[src/rtl/menu_key_pkg.sv]
// ---------------------------------------------------------------------------
// menu_key_pkg
// Shared definitions for the menu key conditioner:
//   - key index constants (bit positions in key_n and in the event vectors)
//   - repeat-FSM state encoding
//   - fixed-priority arbiter helper (right > left > up > down)
// ---------------------------------------------------------------------------
package menu_key_pkg;

  localparam int KEY_UP    = 0;
  localparam int KEY_DOWN  = 1;
  localparam int KEY_LEFT  = 2;
  localparam int KEY_RIGHT = 3;
  localparam int N_KEYS    = 4;

  // Only up and down auto-repeat; they occupy key indices 0 and 1.
  localparam int RPT_KEYS  = 2;

  typedef enum logic [1:0] {
    RPT_IDLE   = 2'd0,
    RPT_DELAY  = 2'd1,
    RPT_REPEAT = 2'd2
  } rpt_state_e;

  // Returns a one-hot (or all-zero) grant: only the highest-priority event
  // survives, the rest are dropped.
  function automatic logic [N_KEYS-1:0] arbitrate(input logic [N_KEYS-1:0] ev);
    logic [N_KEYS-1:0] grant;
    grant = {N_KEYS{1'b0}};
    if (ev[KEY_RIGHT]) begin
      grant[KEY_RIGHT] = 1'b1;
    end else if (ev[KEY_LEFT]) begin
      grant[KEY_LEFT] = 1'b1;
    end else if (ev[KEY_UP]) begin
      grant[KEY_UP] = 1'b1;
    end else if (ev[KEY_DOWN]) begin
      grant[KEY_DOWN] = 1'b1;
    end else begin
      grant = {N_KEYS{1'b0}};
    end
    return grant;
  endfunction

endpackage

[src/rtl/key_debounce.sv]
// ---------------------------------------------------------------------------
// key_debounce
// One push-button channel: 2-flop synchroniser (inverted to active-high
// "pressed"), stability counter, and press-edge detector.
// Ports:
//   clk        - system clock
//   rst_n      - asynchronous active-low reset
//   key_raw_n  - raw active-low button, asynchronous to clk
//   level      - debounced level, 1 = pressed (registered)
//   press      - one-cycle pulse on the debounced rising edge (registered)
// The debounced level toggles on the DEBOUNCE_CYCLES-th consecutive
// synchronised sample that disagrees with it; any agreeing sample restarts
// the count, so shorter glitches never reach the output.
// ---------------------------------------------------------------------------
module key_debounce
  import menu_key_pkg::*;
#(
  parameter int unsigned DEBOUNCE_CYCLES = 1_000_000
) (
  input  logic clk,
  input  logic rst_n,
  input  logic key_raw_n,
  output logic level,
  output logic press
);

  localparam int unsigned CW = $clog2(DEBOUNCE_CYCLES + 1);
  localparam logic [CW-1:0] CNT_LAST = CW'(DEBOUNCE_CYCLES - 1);
  localparam logic [CW-1:0] CNT_ONE  = CW'(1);

  logic          sync1_r;
  logic          sync2_r;
  logic          level_r;
  logic          press_r;
  logic [CW-1:0] cnt_r;

  // Two-flop synchroniser; the inversion makes 1 mean "pressed".
  always_ff @(posedge clk or negedge rst_n) begin
    if (!rst_n) begin
      sync1_r <= 1'b0;
      sync2_r <= 1'b0;
    end else begin
      sync1_r <= ~key_raw_n;
      sync2_r <= sync1_r;
    end
  end

  // Stability counter, debounced level and registered press pulse.
  always_ff @(posedge clk or negedge rst_n) begin
    if (!rst_n) begin
      cnt_r   <= {CW{1'b0}};
      level_r <= 1'b0;
      press_r <= 1'b0;
    end else begin
      press_r <= 1'b0;
      if (sync2_r == level_r) begin
        cnt_r <= {CW{1'b0}};
      end else if (cnt_r >= CNT_LAST) begin
        // This sample is the DEBOUNCE_CYCLES-th disagreeing one.
        cnt_r   <= {CW{1'b0}};
        level_r <= sync2_r;
        press_r <= sync2_r;
      end else begin
        cnt_r <= cnt_r + CNT_ONE;
      end
    end
  end

  assign level = level_r;
  assign press = press_r;

endmodule

[src/rtl/menu_key_conditioner.sv]
// ---------------------------------------------------------------------------
// menu_key_conditioner
// Turns four raw active-low push-buttons into clean one-cycle strobes for the
// menu state machine.
// Ports:
//   sys_clk       - sole clock
//   sys_rst_n     - asynchronous active-low reset
//   key_n[3:0]    - raw buttons, active-low: 0 up, 1 down, 2 left, 3 right
//   button_up     - navigation strobe (press + auto-repeat)
//   button_down   - navigation strobe (press + auto-repeat)
//   button_left   - navigation strobe
//   button_right  - navigation / confirm strobe
//   game_exit     - strobe after left has been held LONG_PRESS cycles
// At most one navigation strobe fires per cycle (right > left > up > down);
// losing events are discarded. game_exit is outside the arbitration.
// All outputs are registered and clear asynchronously on reset.
// ---------------------------------------------------------------------------
module menu_key_conditioner
  import menu_key_pkg::*;
#(
  parameter int unsigned DEBOUNCE_CYCLES = 1_000_000,
  parameter int unsigned REPEAT_DELAY    = 25_000_000,
  parameter int unsigned REPEAT_PERIOD   = 10_000_000,
  parameter int unsigned LONG_PRESS      = 75_000_000
) (
  input  logic       sys_clk,
  input  logic       sys_rst_n,
  input  logic [3:0] key_n,
  output logic       button_up,
  output logic       button_down,
  output logic       button_left,
  output logic       button_right,
  output logic       game_exit
);

  // Repeat counter is shared by DELAY and REPEAT, so it is sized for the
  // larger of the two intervals.
  localparam int unsigned RPT_MAX = (REPEAT_DELAY > REPEAT_PERIOD) ? REPEAT_DELAY : REPEAT_PERIOD;
  localparam int unsigned RW      = $clog2(RPT_MAX + 1);
  localparam logic [RW-1:0] DLY_LAST = RW'(REPEAT_DELAY - 1);
  localparam logic [RW-1:0] PER_LAST = RW'(REPEAT_PERIOD - 1);
  localparam logic [RW-1:0] RPT_ONE  = RW'(1);

  localparam int unsigned LW = $clog2(LONG_PRESS + 1);
  localparam logic [LW-1:0] LP_LAST = LW'(LONG_PRESS - 1);
  localparam logic [LW-1:0] LP_SAT  = LW'(LONG_PRESS);
  localparam logic [LW-1:0] LP_ONE  = LW'(1);

  logic [N_KEYS-1:0]   level_s;
  logic [N_KEYS-1:0]   press_s;

  rpt_state_e          rpt_state_r [RPT_KEYS];
  logic [RW-1:0]       rpt_cnt_r   [RPT_KEYS];
  logic [RPT_KEYS-1:0] rpt_ev_s;

  logic                lp_active_r;
  logic [LW-1:0]       lp_cnt_r;
  logic                exit_ev_s;

  logic [N_KEYS-1:0]   nav_ev_s;
  logic [N_KEYS-1:0]   grant_s;

  // ------------------------------------------------------------------------
  // Per-key synchronise + debounce + press detect
  // ------------------------------------------------------------------------
  for (genvar g = 0; g < N_KEYS; g++) begin : g_key
    key_debounce #(
      .DEBOUNCE_CYCLES(DEBOUNCE_CYCLES)
    ) u_debounce (
      .clk      (sys_clk),
      .rst_n    (sys_rst_n),
      .key_raw_n(key_n[g]),
      .level    (level_s[g]),
      .press    (press_s[g])
    );
  end

  // Up/down repeat FSMs; a debounced release returns a lane to IDLE from any state.
  always_ff @(posedge sys_clk or negedge sys_rst_n) begin
    if (!sys_rst_n) begin
      for (int i = 0; i < RPT_KEYS; i++) begin
        rpt_state_r[i] <= RPT_IDLE;
        rpt_cnt_r[i]   <= {RW{1'b0}};
      end
    end else begin
      for (int i = 0; i < RPT_KEYS; i++) begin
        if (!level_s[i]) begin
          rpt_state_r[i] <= RPT_IDLE;
          rpt_cnt_r[i]   <= {RW{1'b0}};
        end else begin
          case (rpt_state_r[i])
            RPT_IDLE: begin
              rpt_cnt_r[i] <= {RW{1'b0}};
              if (press_s[i]) begin
                rpt_state_r[i] <= RPT_DELAY;
              end else begin
                rpt_state_r[i] <= RPT_IDLE;
              end
            end
            RPT_DELAY: begin
              if (rpt_cnt_r[i] >= DLY_LAST) begin
                rpt_state_r[i] <= RPT_REPEAT;
                rpt_cnt_r[i]   <= {RW{1'b0}};
              end else begin
                rpt_cnt_r[i]   <= rpt_cnt_r[i] + RPT_ONE;
              end
            end
            RPT_REPEAT: begin
              if (rpt_cnt_r[i] >= PER_LAST) begin
                rpt_cnt_r[i] <= {RW{1'b0}};
              end else begin
                rpt_cnt_r[i] <= rpt_cnt_r[i] + RPT_ONE;
              end
            end
            default: begin
              rpt_state_r[i] <= RPT_IDLE;
              rpt_cnt_r[i]   <= {RW{1'b0}};
            end
          endcase
        end
      end
    end
  end

  // Repeat events: the last count of DELAY or of each REPEAT period. Gating
  // by level kills any event once the debounced release has landed.
  always_comb begin
    rpt_ev_s = {RPT_KEYS{1'b0}};
    for (int i = 0; i < RPT_KEYS; i++) begin
      if (level_s[i] &&
          (((rpt_state_r[i] == RPT_DELAY)  && (rpt_cnt_r[i] >= DLY_LAST)) ||
           ((rpt_state_r[i] == RPT_REPEAT) && (rpt_cnt_r[i] >= PER_LAST)))) begin
        rpt_ev_s[i] = 1'b1;
      end else begin
        rpt_ev_s[i] = 1'b0;
      end
    end
  end

  // Long-press counter for left; it parks at LONG_PRESS so the exit fires once.
  always_ff @(posedge sys_clk or negedge sys_rst_n) begin
    if (!sys_rst_n) begin
      lp_active_r <= 1'b0;
      lp_cnt_r    <= {LW{1'b0}};
    end else if (!level_s[KEY_LEFT]) begin
      lp_active_r <= 1'b0;
      lp_cnt_r    <= {LW{1'b0}};
    end else if (press_s[KEY_LEFT]) begin
      lp_active_r <= 1'b1;
      lp_cnt_r    <= {LW{1'b0}};
    end else if (lp_active_r && (lp_cnt_r < LP_SAT)) begin
      lp_cnt_r    <= lp_cnt_r + LP_ONE;
    end else begin
      lp_cnt_r    <= lp_cnt_r;
    end
  end

  assign exit_ev_s = lp_active_r && level_s[KEY_LEFT] && (lp_cnt_r == LP_LAST);

  // Collect navigation events and pick the single winner.
  always_comb begin
    nav_ev_s            = {N_KEYS{1'b0}};
    nav_ev_s[KEY_RIGHT] = press_s[KEY_RIGHT];
    nav_ev_s[KEY_LEFT]  = press_s[KEY_LEFT];
    nav_ev_s[KEY_UP]    = press_s[KEY_UP]   | rpt_ev_s[KEY_UP];
    nav_ev_s[KEY_DOWN]  = press_s[KEY_DOWN] | rpt_ev_s[KEY_DOWN];
    grant_s             = arbitrate(nav_ev_s);
  end

  // Output strobe registers.
  always_ff @(posedge sys_clk or negedge sys_rst_n) begin
    if (!sys_rst_n) begin
      button_up    <= 1'b0;
      button_down  <= 1'b0;
      button_left  <= 1'b0;
      button_right <= 1'b0;
      game_exit    <= 1'b0;
    end else begin
      button_up    <= grant_s[KEY_UP];
      button_down  <= grant_s[KEY_DOWN];
      button_left  <= grant_s[KEY_LEFT];
      button_right <= grant_s[KEY_RIGHT];
      game_exit    <= exit_ev_s;
    end
  end

endmodule

[config.mk]
export PLATFORM = sky130hd
export DESIGN_NAME = menu_key_conditioner
export DESIGN_NICKNAME = d
export VERILOG_FILES = /design/src/rtl/menu_key_pkg.sv /design/src/rtl/key_debounce.sv /design/src/rtl/menu_key_conditioner.sv
export SDC_FILE = /design/constraint.sdc
export NUM_CORES = 1
export LEC_CHECK = 0
export BUFFER_PORTS_ARGS = -buffer_cell sky130_fd_sc_hd__buf_2
export CAP_MARGIN = 5
export CORE_UTILIZATION = 25
export DETAILED_ROUTE_END_ITERATION = 7
export GPL_TIMING_DRIVEN = 0
export PLACE_DENSITY = 0.37
export SLEW_MARGIN = 20
export SYNTH_ARGS = -nofsm -noshare
export SYNTH_HDL_FRONTEND = slang
export SYNTH_HIERARCHICAL = 1
export SYNTH_SLANG_ARGS = --single-unit
[constraint.sdc]
create_clock -name sys_clk -period 3.6 [get_ports sys_clk]
set_input_delay 0.72 -clock sys_clk [delete_from_list [all_inputs] [get_ports sys_clk]]
set_output_delay 0.72 -clock sys_clk [all_outputs]
set_load 0.05 [all_outputs]
# Word level (Yosys, flattened, before mapping)
# Cells that the tools add are included.
classes:
  bitwise_logic: 10
  n_reduce_logical: 19
  magnitude_cmp: 9
  eq_ne: 15
  muxes: 46
  addsub: 7
ops:
  columns: ["cell", "n"]
  rows:
  - ["20-bit two-way mux", 8]
  - ["25-bit two-way mux", 6]
  - ["25-bit case mux with 2 select lines", 2]
  - ["27-bit two-way mux", 3]
  - ["20-bit by 1-bit adder with 20-bit output (second input constant)", 4]
  - ["20-bit greater-or-equal comparator (second input constant)", 4]
  - ["25-bit by 1-bit adder with 25-bit output (second input constant)", 2]
  - ["25-bit by 24-bit greater-or-equal comparator with 1-bit output (second input constant)", 2]
  - ["25-bit greater-or-equal comparator (second input constant)", 2]
  - ["27-bit by 1-bit adder with 27-bit output (second input constant)", 1]
  - ["27-bit equality test (second input constant)", 1]
  - ["27-bit less-than comparator (second input constant)", 1]
  - ["1-bit two-way mux", 19]
  - ["2-bit case mux with 3 select lines", 2]
  - ["2-bit AND reduction", 6]
  - ["2-bit two-way mux", 5]
  - ["1-bit logical AND", 9]
  - ["3-bit != test (second input constant)", 3]
  - ["1-bit NOT", 8]
  - ["2-bit != test (second input constant)", 3]
  - ["1-bit equality test", 4]
  - ["2-bit by 1-bit equality test with 1-bit output (second input constant)", 2]
  - ["2-bit equality test (second input constant)", 2]
  - ["2-bit logical NOT", 2]
  - ["3 further kinds", 5]
word_totals:
  elab_cells: 137
  input_bits: 6
  output_inout_bits: 5
  regBits: 183

# Depth between registers and ports, before layout
# Gate-level depths: netlist (run 1).
depth:
  ltp_word: 10
  depth_mapped: 9
  mapped_depth_nobuf: 7

# By module
# The synthesis (run 1) kept the hierarchy.
modules_own_cells:
  columns: ["module", "seq_area_each_um2", "n_inst", "area_per_inst_um2", "cells_per_inst"]
  rows:
  - ["menu_key_conditioner", 2177.1, 1, 4873.4, 523]
  - ["key_debounce", 600.6, 4, 1141.1, 117]

# Least setup slack after synthesis (run 1)
# Ideal clock, no wire load.
synth_timing:
  kind: "register to register"
  from: "register rpt_cnt_r[47] in the netlist's numbering"
  to: "register button_up"
  n_path_buf: 0
  required_ns: 3.481
  period_less_slack_ns: 2.086
  setup_time_ns: 0.119
  path_stages_with_launch: 7
  path_slack_ns: 1.514
  arrival_ns: 1.967
  path_cell_list: "dfrtp_1 or4_1 a211o_1 a31oi_2 o41ai_2 a311o_1 and2_1"
synth_via:
  elab_chain_len: 9
  word_cells_on_any_way: 11
  cone_classes: "order compare (2); mux (4); bitwise (1); reduce/logical (4)"
synth_rtl:
  columns: ["item", "line_no", "rtl"]
  rows:
  - ["from (decl)", "menu_key_conditioner.sv:53", "logic [RW-1:0] rpt_cnt_r [RPT_KEYS];"]
  - ["from (signal, indexed assignment)", "menu_key_conditioner.sv:83", "rpt_cnt_r[i] <= {RW{1'b0}};"]
  - ["from (signal, indexed assignment)", "menu_key_conditioner.sv:89", "rpt_cnt_r[i] <= {RW{1'b0}};"]
  - ["from (signal, indexed assignment)", "menu_key_conditioner.sv:93", "rpt_cnt_r[i] <= {RW{1'b0}};"]
  - ["25-bit greater-or-equal comparator / 25-bit by 24-bit greater-or-equal comparator with 1-bit output (equally long branches)", "menu_key_conditioner.sv:131, menu_key_conditioner.sv:132", null]
  - ["1-bit logical AND (on tied branches)", "menu_key_conditioner.sv:131, menu_key_conditioner.sv:132", null]
  - ["1-bit logical OR (*)", "menu_key_conditioner.sv:131", "(((rpt_state_r[i] == RPT_DELAY) && (rpt_cnt_r[i] >= DLY_LAST)) ||"]
  - ["1-bit logical AND (*)", "menu_key_conditioner.sv:130", "if (level_s[i] &&"]
  - ["1-bit two-way mux (*)", "menu_key_conditioner.sv:130", null]
  - ["1-bit bitwise OR (*)", "menu_key_conditioner.sv:165", "nav_ev_s[KEY_UP] = press_s[KEY_UP] | rpt_ev_s[KEY_UP];"]
  - ["1-bit two-way mux (*)", "menu_key_pkg.sv:34", "end else if (ev[KEY_UP]) begin"]
  - ["2-bit two-way mux (*)", "menu_key_pkg.sv:32", "end else if (ev[KEY_LEFT]) begin"]
  - ["3-bit two-way mux (*)", "menu_key_pkg.sv:30", "if (ev[KEY_RIGHT]) begin"]
  - ["named net grant_s[0]", "menu_key_conditioner.sv:61", "logic [N_KEYS-1:0] grant_s;"]
  - ["to (signal assigned)", "menu_key_conditioner.sv:179", "button_up <= grant_s[KEY_UP];"]
  - ["to (decl)", "menu_key_conditioner.sv:29", "output logic button_up,"]
# Mark *: on every way through the listed nets, which the timed path passes. The rest lies on a longest branch.
# A chain may end at the register's enable or synchronous reset.

# Final worst setup path (run 1)
layout_timing:
  from: "register rpt_cnt_r[0] in the netlist's numbering"
  to: "register rpt_cnt_r[23] in the netlist's numbering"
layout_via:
  elab_chain_len: 4
  word_cells_on_any_way: 7
  cone_classes: "add/sub (1); order compare (2); mux (4)"
layout_rtl:
  columns: ["item", "line_no", "rtl"]
  rows:
  - ["25-bit by 1-bit adder with 25-bit output (tied with other cells)", "menu_key_conditioner.sv:105, menu_key_conditioner.sv:112", null]
  - ["25-bit two-way mux (on tied branches)", "menu_key_conditioner.sv:109, menu_key_conditioner.sv:101", null]
  - ["25-bit case mux with 2 select lines (*)", "menu_key_conditioner.sv:91", "case (rpt_state_r[i])"]
  - ["25-bit two-way mux (*)", "menu_key_conditioner.sv:87", "if (!level_s[i]) begin"]
# Every way passes the cells marked *; elsewhere a longest branch is shown, timed or not.

==> results of run 1 <==
==> area by class of cell <==
class | count | area (sq um)
fill | 3893 | 26100
inverter | 38 | 143
buffer | 33 | 184
clock buffer | 22 | 484
tap | 504 | 631
sequential | 183 | 4580
clock inverter | 9 | 138
multi-input combinational | 737 | 4530
timing repair buffer | 12 | 115
==> per-stage QoR <==
step           hold WS, ps  utilization  std cells  area (sq um)  setup TNS [ps]
5_1_grt                161        0.293       1538         10800               0
2_1_floorplan          331            -        991          9440               0
6_report               161        0.293       1538         10800               0
3_5_place_dp           336        0.276       1507         10200               0
3_3_place_gp           333        0.274       1505         10100         -302810
4_1_cts                146        0.293       1538         10800               0
==> final timing paths <==
check                                               to  slack (ps)
max in group asynchronous  g_key[3].u_debounce/sync1_r        2350
min in group sys_clk       g_key[0].u_debounce/sync2_r         360
max reg2reg                              rpt_cnt_r[23]        1220
min reg2reg                g_key[0].u_debounce/sync2_r         360
max                                      rpt_cnt_r[23]        1220
min                                      rpt_cnt_r[32]         160
==> layer usage <==
metal	global-route usage	vias to the layer above	part of all wire
met4	0.0367	0	0.0095
met5	0	-	0
met3	0.0260	10	0.023
li1	-	3529	-
met1	0.157	3339	0.53
met2	0.174	48	0.44
==> placed cells by master, fill, tap and decap left out, drive strengths merged, types with 7 or more instances in the layout <==
master  count
a211o       7
a211oi     10
a21oi      46
and2        8
and3       14
and4        8
buf        29
clkbuf     38
dfrtp     183
ha         14
inv        41
nand2      79
nand3      65
nand4      30
nor2      152
nor2b       7
nor3       35
nor4       14
o21ai      30
or3        28
or4        12
xnor2      73
xor2       35
==> sequential cells by signal, summed over array words and instances, names as in the netlist <==
register and flops:
game_exit 1, rpt_cnt_r 50, lp_cnt_r 27, button_down 1
button_left 1, g_key.u_debounce/level 4, g_key.u_debounce/cnt_r 80, button_right 1
button_up 1, g_key.u_debounce/sync2_r 4, g_key.u_debounce/press 4, rpt_state_r 4
lp_active_r 1, g_key.u_debounce/sync1_r 4
==> power by group through the flow <==
stage | Combinational (mW) | Clock (mW) | Sequential, mW
3_5_place_dp | 0.103 | 0 | 2.13
6_report | 0.0951 | 1.99 | 2.09
4_1_cts | 0.103 | 2.10 | 2.09
2_1_floorplan | 0.0346 | 0 | 2.12
5_1_grt | 0.115 | 2.16 | 2.09
3_3_place_gp | 0.0945 | 0 | 2.13
==> cell families after synthesis <==
logic type	Yosys count	synth area share
buffers and inverters	71	0.0346
muxes	5	0.00583
adders and majority gates	14	0.0186
and+or+nand+nor	473	0.254
xor gates and xnor gates	108	0.100
DFF	183	0.485
AOI/OAI and AO/OA	137	0.102
==> run_results.csv, run 1 <==
group,metric,value,unit
clock_network,cts_hold_buffers,0,
floorplanning,boundaryPins,11,
timing,setup_ws,1220,ps
floorplanning,start_util,0.256,
timing,fin_crit,2380,ps
synth,synth_edf_count,0,
timing,worst_pin_slew,614,ps
clock_network,cts_tree,"built",
grt,grt_pass1_wl,35500,um
power,power.share.combinational,0.023,
setup_path,critPathBufInv,1,
placement,dp_hpwl,13700,um
synth,async_flop_share,1.00,
synth,yosys.area.top_type,"dfrtp_1",
setup_path,worstSetupPathDepth,7,
routing,routed_wl,20300,um
setup_path,cp-start-kind,"flip-flop",
setup_path,crit_path_end_kind,"flip-flop",
flow_run,maxCapViolCount,0,
setup_path,ff2ff_path_depth,7,
timing,finalMaxSlewViolations,0,
synth,synth_area_leaders,"dfrtp_1 (49%), xnor2_1 (6.8%), nor2_1 (6.0%)",
synth,syn-num-nets,1011,
timing,grt_setup_unrepaired,"false",
placement,portBuffers,10,
clock_network,clockRootBuffer,"clkbuf_16",
routing,viasPerCell,4.50,
power,seqPwrFrac,0.500,
routing,first_pass_iters,7,
timing,slew_headroom,0.591,
setup_path,critPathKind,"flip-flop to flip-flop",
floorplanning,die_y,196,um
synth,synth_common_cells,"dfrtp_1 (183), nor2_1 (152), nand2_1 (79)",
grt,grt_max_degree,89,
clock_network,htreeDepth,4,
power,p_clk_frac,0.477,
synth,synth_area,9440,sq um
power,swShare,0.216,
power,leakagePower,4.16,nW
layout,fin_nets,1042,
timing,post-route-period-util,0.662,
synth,synth_cells,991,
grt,grtUsageTotal,0.114,
layout,diodes,0,
setup_path,cp_slowest_cell,"dfrtp_1",
synth,yosysWarnings,6,
setup_path,cp_top_family,"simple AND/OR/NAND/NOR gates",
synth,synth.most_common_cell,"dfrtp_1",
routing,drt_iter0_drc,303,
grt,grt_pass1_vias,6949,
timing,clock_skew,10.1,ps
power,power_density,386,nW/um^2
routing,drc,0,
setup_path,cpPeakStageDelay,430,ps
min_path,min_path_type,"input port to async pin",
placement,dp_slack,1160,ps
timing,finalHoldViolations,0,
power,total_power,4.17,mW
synth,yosysTopAreaCellShare,0.485,
setup_path,cp_cell_sequence,"ha_1 -> and2_0 -> a41oi_1 -> and3_1 -> o211ai_2 -> buf_4 -> nor2_1",
synth,synth_flop_cell,"dfrtp_1",
clock_network,clk_pin_slew,70,ps
grt,grt-ovfl-total,0,
power,power.switching,0.903,mW
floorplanning,dieArea,38500,sq um
outcome,outcome,"completed",
floorplanning,chipWidth,196,um
routing,postRouteAntennaNets,0,
timing,fmax,0.419,GHz
power,ir_drop,0.000297,V
timing,setup_viol,0,
floorplanning,row_count,70,
setup_path,cp_max_fo,10,
layout,area_growth_syn_to_layout,14.5,%
clock_network,cts_made_buffers,17,
clock_network,cts_setup_buffers,0,
grt,antenna_found_initial,0,
synth,avgSynthCellArea,9.52,sq um
clock_network,cts_resized,0,
layout,drive_gt1_frac,0.0861,
routing,vias,6926,
synth,synth.yosys.seq_area_share,0.485,
setup_path,worstPathRequired,3920,ps
clock_network,clock-sinks,183,
floorplanning,core_area,36900,sq um
placement,gp_congestion,0.719,
power,p_int,3.27,mW
clock_network,clk_latency,430,ps
setup_path,arrival,2700,ps
setup_path,r2r_start,"rpt_cnt_r[0]",
synth,yosysUniqueCellTypes,67,
setup_path,crit_start,"rpt_cnt_r[0]",
routing,avgRoutedWirePerCell,13.2,um
clock_network,clockBufferDepth,2,
synth,synth_seq_cells,183,
Power figures use the tool's default switching activity.
==> run 2: changes to the inputs <==
==> constraint.sdc (replaced) <==
create_clock -name sys_clk -period 2.4 [get_ports sys_clk]
set_input_delay 0.48 -clock sys_clk [delete_from_list [all_inputs] [get_ports sys_clk]]
set_output_delay 0.48 -clock sys_clk [all_outputs]
set_load 0.05 [all_outputs]
==> run 2 against run 1 <==
Sequential share of layout area down 0.40 points. Cell area grew 0.97%. Largest cell class unchanged. Register-to-register slack got worse by 1100 ps. Combinational power is 51% higher. Sequential cell count did not move. Maximum frequency up 4.6%. Total power grew 50%. Clock-buffer cell count unchanged. Critical endpoint is now rpt_cnt_r[30]. Clock power increased by 50%.
==> run_results.csv, run 2 (same netlist as run 1, synthesis figures left out) <==
group,metric,value,unit
layout,regMostFlops,"g_key.u_debounce/cnt_r",
routing,viasPerCell,4.48,
layout,fin_nets,1050,
timing,clock_skew,10.1,ps
routing,drt_iter0_drc,286,
min_path,min_to,"g_key[3].u_debounce/sync1_r",
setup_path,cp_max_fo,10,
floorplanning,die_y,196,um
layout,final_common_cell,"dfrtp_1",
min_path,min_from,"key_n[3]",
grt,grt_max_degree,89,
routing,avgRoutedWirePerCell,13.1,um
floorplanning,boundaryPins,11,
min_path,min_path_type,"input port to flip-flop",
layout,diodes,0,
floorplanning,core_area,36900,sq um
timing,worst_pin_slew,546,ps
routing,drc,0,
clock_network,cts_tree,"built",
clock_network,htreeDepth,4,
layout,drive_gt1_frac,0.0988,
setup_path,worstPathRequired,2720,ps
grt,grt-ovfl-total,0,
setup_path,critPathKind,"flip-flop to flip-flop",
setup_path,crit_start,"rpt_cnt_r[47]",
layout,final_cell_area,10900,sq um
grt,grt_pass1_vias,6955,
layout,layout_common_cells,"dfrtp_1 (182), nor2_1 (152), nand2_1 (78), xnor2_1 (73), nand3_1 (61)",
floorplanning,start_util,0.256,
timing,slew_headroom,0.636,
routing,routed_wl,20300,um
grt,grt_pass1_wl,35500,um
layout,top_regs,"g_key.u_debounce/cnt_r (80), rpt_cnt_r (50), lp_cnt_r (27)",
timing,finalMaxSlewViolations,0,
clock_network,clk_latency,430,ps
grt,antenna_found_initial,0,
timing,setup_ws,121,ps
floorplanning,row_count,70,
placement,dp_slack,-41.2,ps
routing,first_pass_iters,4,
setup_path,r2r_setup_slack,120,ps
setup_path,r2r_start,"rpt_cnt_r[47]",
clock_network,clk_pin_slew,70,ps
outcome,outcome,"completed",
setup_path,r2r_end,"rpt_cnt_r[30]",
placement,gp_congestion,0.719,
placement,portBuffers,10,
power,ir_drop,0.000448,V
floorplanning,dieArea,38500,sq um
routing,postRouteAntennaNets,0,
timing,grt_setup_unrepaired,"false",
setup_path,arrival,2600,ps
timing,finalHoldViolations,0,
flow_run,maxCapViolCount,0,
clock_network,clock-sinks,183,
timing,post-route-period-util,0.949,
layout,area_growth_syn_to_layout,15.6,%
clock_network,clockBufferDepth,2,
clock_network,clockRootBuffer,"clkbuf_16",
grt,grtUsageTotal,0.114,
timing,fmax,0.439,GHz
placement,dp_hpwl,13700,um
setup_path,ff2ff_path_depth,6,
timing,fin_crit,2280,ps
clock_network,cts_made_buffers,17,
timing,setup_viol,0,
floorplanning,chipWidth,196,um
placement,place_area,10200,sq um
setup_path,cp-start-kind,"flip-flop",
layout,largest_reg_flops,80,
setup_path,crit_path_end_kind,"flip-flop",
min_path,whs_path_depth,2,
power,leakagePower,4.21,nW
routing,vias,6930,
power,power_density,574,nW/um^2
run 2: cell types whose count changed in the layout (fill, tap and decap cells not counted), sizes merged:
cell         change
buf              +7
dlygate4sd3      +1
run 2: through the flow:
step | power (mW) | util | setup TNS (ps) | cells | hold slack (ps)
final | 6.26 | 0.296 | 0 | 1546 | 184
after global routing | 6.55 | 0.296 | 0 | 1546 | 158
after CTS | 6.44 | 0.294 | 0 | 1539 | 146
after detailed placement | 3.34 | 0.276 | -612 | 1507 | 336
after global placement | 3.33 | 0.274 | -479820 | 1505 | 333
after floorplan | 3.24 | - | 0 | 991 | 184
run 2: worst max path at each step:
stage	to	slack, ps	cells past startpoint
finish	rpt_cnt_r[30]	120	6
detailed placement	rpt_cnt_r[6]	-40	7
global placement	g_key[1].u_debounce/cnt_r[2]	-2650	1
floorplan	button_up	310	6
global route	lp_cnt_r[22]	20	6
CTS	rpt_cnt_r[10]	20	7
run 2: final cells by class:
cell class | instances | area [sq um]
clock inverters | 9 | 138
repair buffers | 20 | 178
inverters | 38 | 143
multi-input cells | 737 | 4570
fillers | 3895 | 26000
flip-flops and latches | 183 | 4580
clock buffers | 22 | 484
plain buffers | 33 | 184
well taps | 504 | 631
run 2: worst max-delay path, cell delays in order (launching register included):
cell	delay (ps)
dfrtp_1	430
or4_4	560
or3_1	400
o41ai_4	250
o22a_2	310
buf_6	170
nor2_1	50
run 2: routing by layer:
layer | GRT usage | share of wire | routed length [um]
met1 | 0.157 | 0.53 | 10700
met2 | 0.175 | 0.44 | 8870
met3 | 0.0258 | 0.025 | 507
met4 | 0.0367 | 0.011 | 226
met5 | 0 | 0 | 0
run 2: repair_timing:
action                     in CTS  in global routing
buffers inserted                0                  7
hold buffers                    1                  0
hold endpoints to repair       38                  0
pin swaps                       0                  4
gates resized for setup         1                  9
setup endpoints to repair      20                 54
run 2: report_power, final:
group	total (mW)	switching [mW]	internal, mW
combinational	0.144	0.104	0.0402
sequential	3.13	0.0249	3.11
clock	2.99	1.23	1.76
total	6.26	1.36	4.90
==> run 3: changes to the inputs <==
--- a/config.mk
+++ b/config.mk
@@ -7,10 +7,10 @@
 export LEC_CHECK = 0
 export BUFFER_PORTS_ARGS = -buffer_cell sky130_fd_sc_hd__buf_2
 export CAP_MARGIN = 5
-export CORE_UTILIZATION = 25
+export CORE_UTILIZATION = 60
 export DETAILED_ROUTE_END_ITERATION = 7
 export GPL_TIMING_DRIVEN = 0
-export PLACE_DENSITY = 0.37
+export PLACE_DENSITY = 0.75
 export SLEW_MARGIN = 20
 export SYNTH_ARGS = -nofsm -noshare
 export SYNTH_HDL_FRONTEND = slang
==> run 3 against run 2 <==
Cell count shrank 19%. Largest power group unchanged. Sequential power is essentially flat. Cell area shrank 3.8%. Sequential cell count is the same. Worst setup slack gained 1.9 ps. Critical path depth is the same.
==> run_results.csv, run 3 (same netlist as run 1, synthesis figures left out) <==
group,metric,value,unit
layout,drive_gt1_frac,0.0916,
power,power_density,607,nW/um^2
placement,dp_hpwl,11600,um
routing,routed_wl,17700,um
power,p_clk_frac,0.488,
floorplanning,row_count,45,
grt,antenna_found_initial,0,
layout,largest_reg_flops,80,
setup_path,crit_start,"rpt_cnt_r[46]",
clock_network,htreeDepth,4,
routing,postRouteAntennaNets,0,
layout,area_growth_syn_to_layout,11.2,%
power,p_int,5.06,mW
grt,grt_pass1_vias,6766,
clock_network,clockBufferDepth,2,
setup_path,arrival,2590,ps
setup_path,crit_path_end_kind,"flip-flop",
power,leakagePower,4.18,nW
timing,worst_pin_slew,708,ps
grt,grt_pass1_wl,30700,um
timing,finalHoldViolations,0,
timing,post-route-period-util,0.949,
timing,fin_crit,2280,ps
layout,fillers,1171,
layout,regMostFlops,"g_key.u_debounce/cnt_r",
routing,drc,0,
setup_path,cp_max_fo,10,
grt,grt_max_degree,97,
setup_path,cp-start-kind,"flip-flop",
clock_network,clk_pin_slew,60,ps
setup_path,worstPathRequired,2710,ps
routing,viasPerCell,5.72,
setup_path,ff2ff_path_depth,6,
layout,layout_common_cells,"dfrtp_1 (183), nor2_1 (152), nand2_1 (78), xnor2_1 (73), nand3_1 (61)",
layout,fin_cells,1248,
grt,grtUsageTotal,0.233,
setup_path,r2r_setup_slack,120,ps
clock_network,cts_made_buffers,17,
setup_path,critPathCapture,"rpt_cnt_r[41]",
timing,slew_headroom,0.528,
power,power.switching,1.32,mW
routing,drt_iter0_drc,450,
floorplanning,start_util,0.619,
floorplanning,chipWidth,127,um
placement,dp_cells,1213,
layout,final_common_cell,"dfrtp_1",
clock_network,cts_tree,"built",
outcome,outcome,"completed",
flow_run,maxCapViolCount,0,
power,total_power,6.38,mW
floorplanning,boundaryPins,11,
min_path,min_path_type,"input port to async pin",
clock_network,clock-sinks,183,
timing,grt_setup_unrepaired,"false",
grt,grt-ovfl-total,0,
floorplanning,dieArea,16200,sq um
layout,top_regs,"g_key.u_debounce/cnt_r (80), rpt_cnt_r (50), lp_cnt_r (27)",
routing,first_pass_iters,5,
placement,portBuffers,10,
floorplanning,core_area,15300,sq um
power,seqPwrFrac,0.491,
timing,setup_viol,0,
clock_network,clk_latency,430,ps
clock_network,cts_hold_buffers,0,
power,swShare,0.207,
layout,diodes,0,
clock_network,clockRootBuffer,"clkbuf_16",
setup_path,r2r_end,"rpt_cnt_r[41]",
timing,clock_skew,8.27,ps
setup_path,critPathKind,"flip-flop to flip-flop",
layout,fin_nets,1044,
timing,fmax,0.439,GHz
timing,finalMaxSlewViolations,0,
power,ir_drop,0.000616,V
timing,whs,77.0,ps
placement,gp_congestion,0.810,
routing,avgRoutedWirePerCell,14.2,um
setup_path,r2r_start,"rpt_cnt_r[46]",
routing,vias,7133,
power,power.share.combinational,0.021,
floorplanning,die_y,127,um
==> run 3: cell types whose count changed in the layout (fill, tap and decap cells not counted), moves of 2 or more <==
cell and change:
buf_4 -4, bufinv_16 +2, clkbuf_8 -2, clkinv_4 +2
==> run 3: metal layers <==
layer	GRT usage	part of all wire	wire, um	vias to the layer above
li1	-	-	-	3541
met1	0.313	0.48	8440	3442
met2	0.382	0.47	8420	127
met3	0.0473	0.035	613	23
met4	0.0728	0.014	255	0
met5	0	0	0	-
==> run 3: area by class of cell <==
class | instances | area, sq um | area share
Sequential cell | 183 | 4580 | 0.436
Multi-Input combinational cell | 737 | 4550 | 0.433
Clock buffer | 19 | 453 | 0.0431
Tap cell | 211 | 264 | 0.0251
Clock inverter | 13 | 215 | 0.0205
Buffer | 33 | 184 | 0.0175
Inverter | 38 | 143 | 0.0136
Timing Repair Buffer | 14 | 110 | 0.0105
==> run 3: power groups by stage <==
| stage | Combinational [mW] | Sequential [mW] | Clock (mW) |
|---|---|---|---|
| after floorplan | 0.0519 | 3.19 | 0 |
| after global placement | 0.129 | 3.19 | 0 |
| after detailed placement | 0.138 | 3.19 | 0 |
| after CTS | 0.138 | 3.13 | 3.16 |
| after global routing | 0.159 | 3.13 | 3.29 |
| final | 0.132 | 3.13 | 3.11 |
==> run 3: worst min path at each step <==
stage	depth (start not counted)	to	slack [ps]
after global routing	1	rpt_cnt_r[28]	140
after global placement	0	g_key[3].u_debounce/sync2_r	330
after detailed placement	0	g_key[0].u_debounce/sync2_r	340
after CTS	1	rpt_cnt_r[10]	110
final	1	rpt_cnt_r[30]	80
after floorplan	0	button_down	180
==> run 3: worst max-delay path: stages, from the launching register on <==
cell,delay [ps]
dfrtp_1,430
or4_1,550
or3_1,370
o41ai_2,280
o22a_2,310
buf_6,160
nor2_1,60
==> run 3: timing repair <==
action,4_1_cts,5_1_grt
gates resized for setup,0,4
endpoints found under the setup margin,0,53
buffers inserted,0,3
==> run 3: per-stage QoR <==
step	cell area (sq um)	TNS, ps	setup slack, ps	util
finish	10500	0	123	0.688
global route	10500	0	18.5	0.688
CTS	10500	0	24.0	0.685
detailed placement	9790	0	36.8	0.642
global placement	9750	-377380	-2080	0.639
floorplan	9440	0	314	-
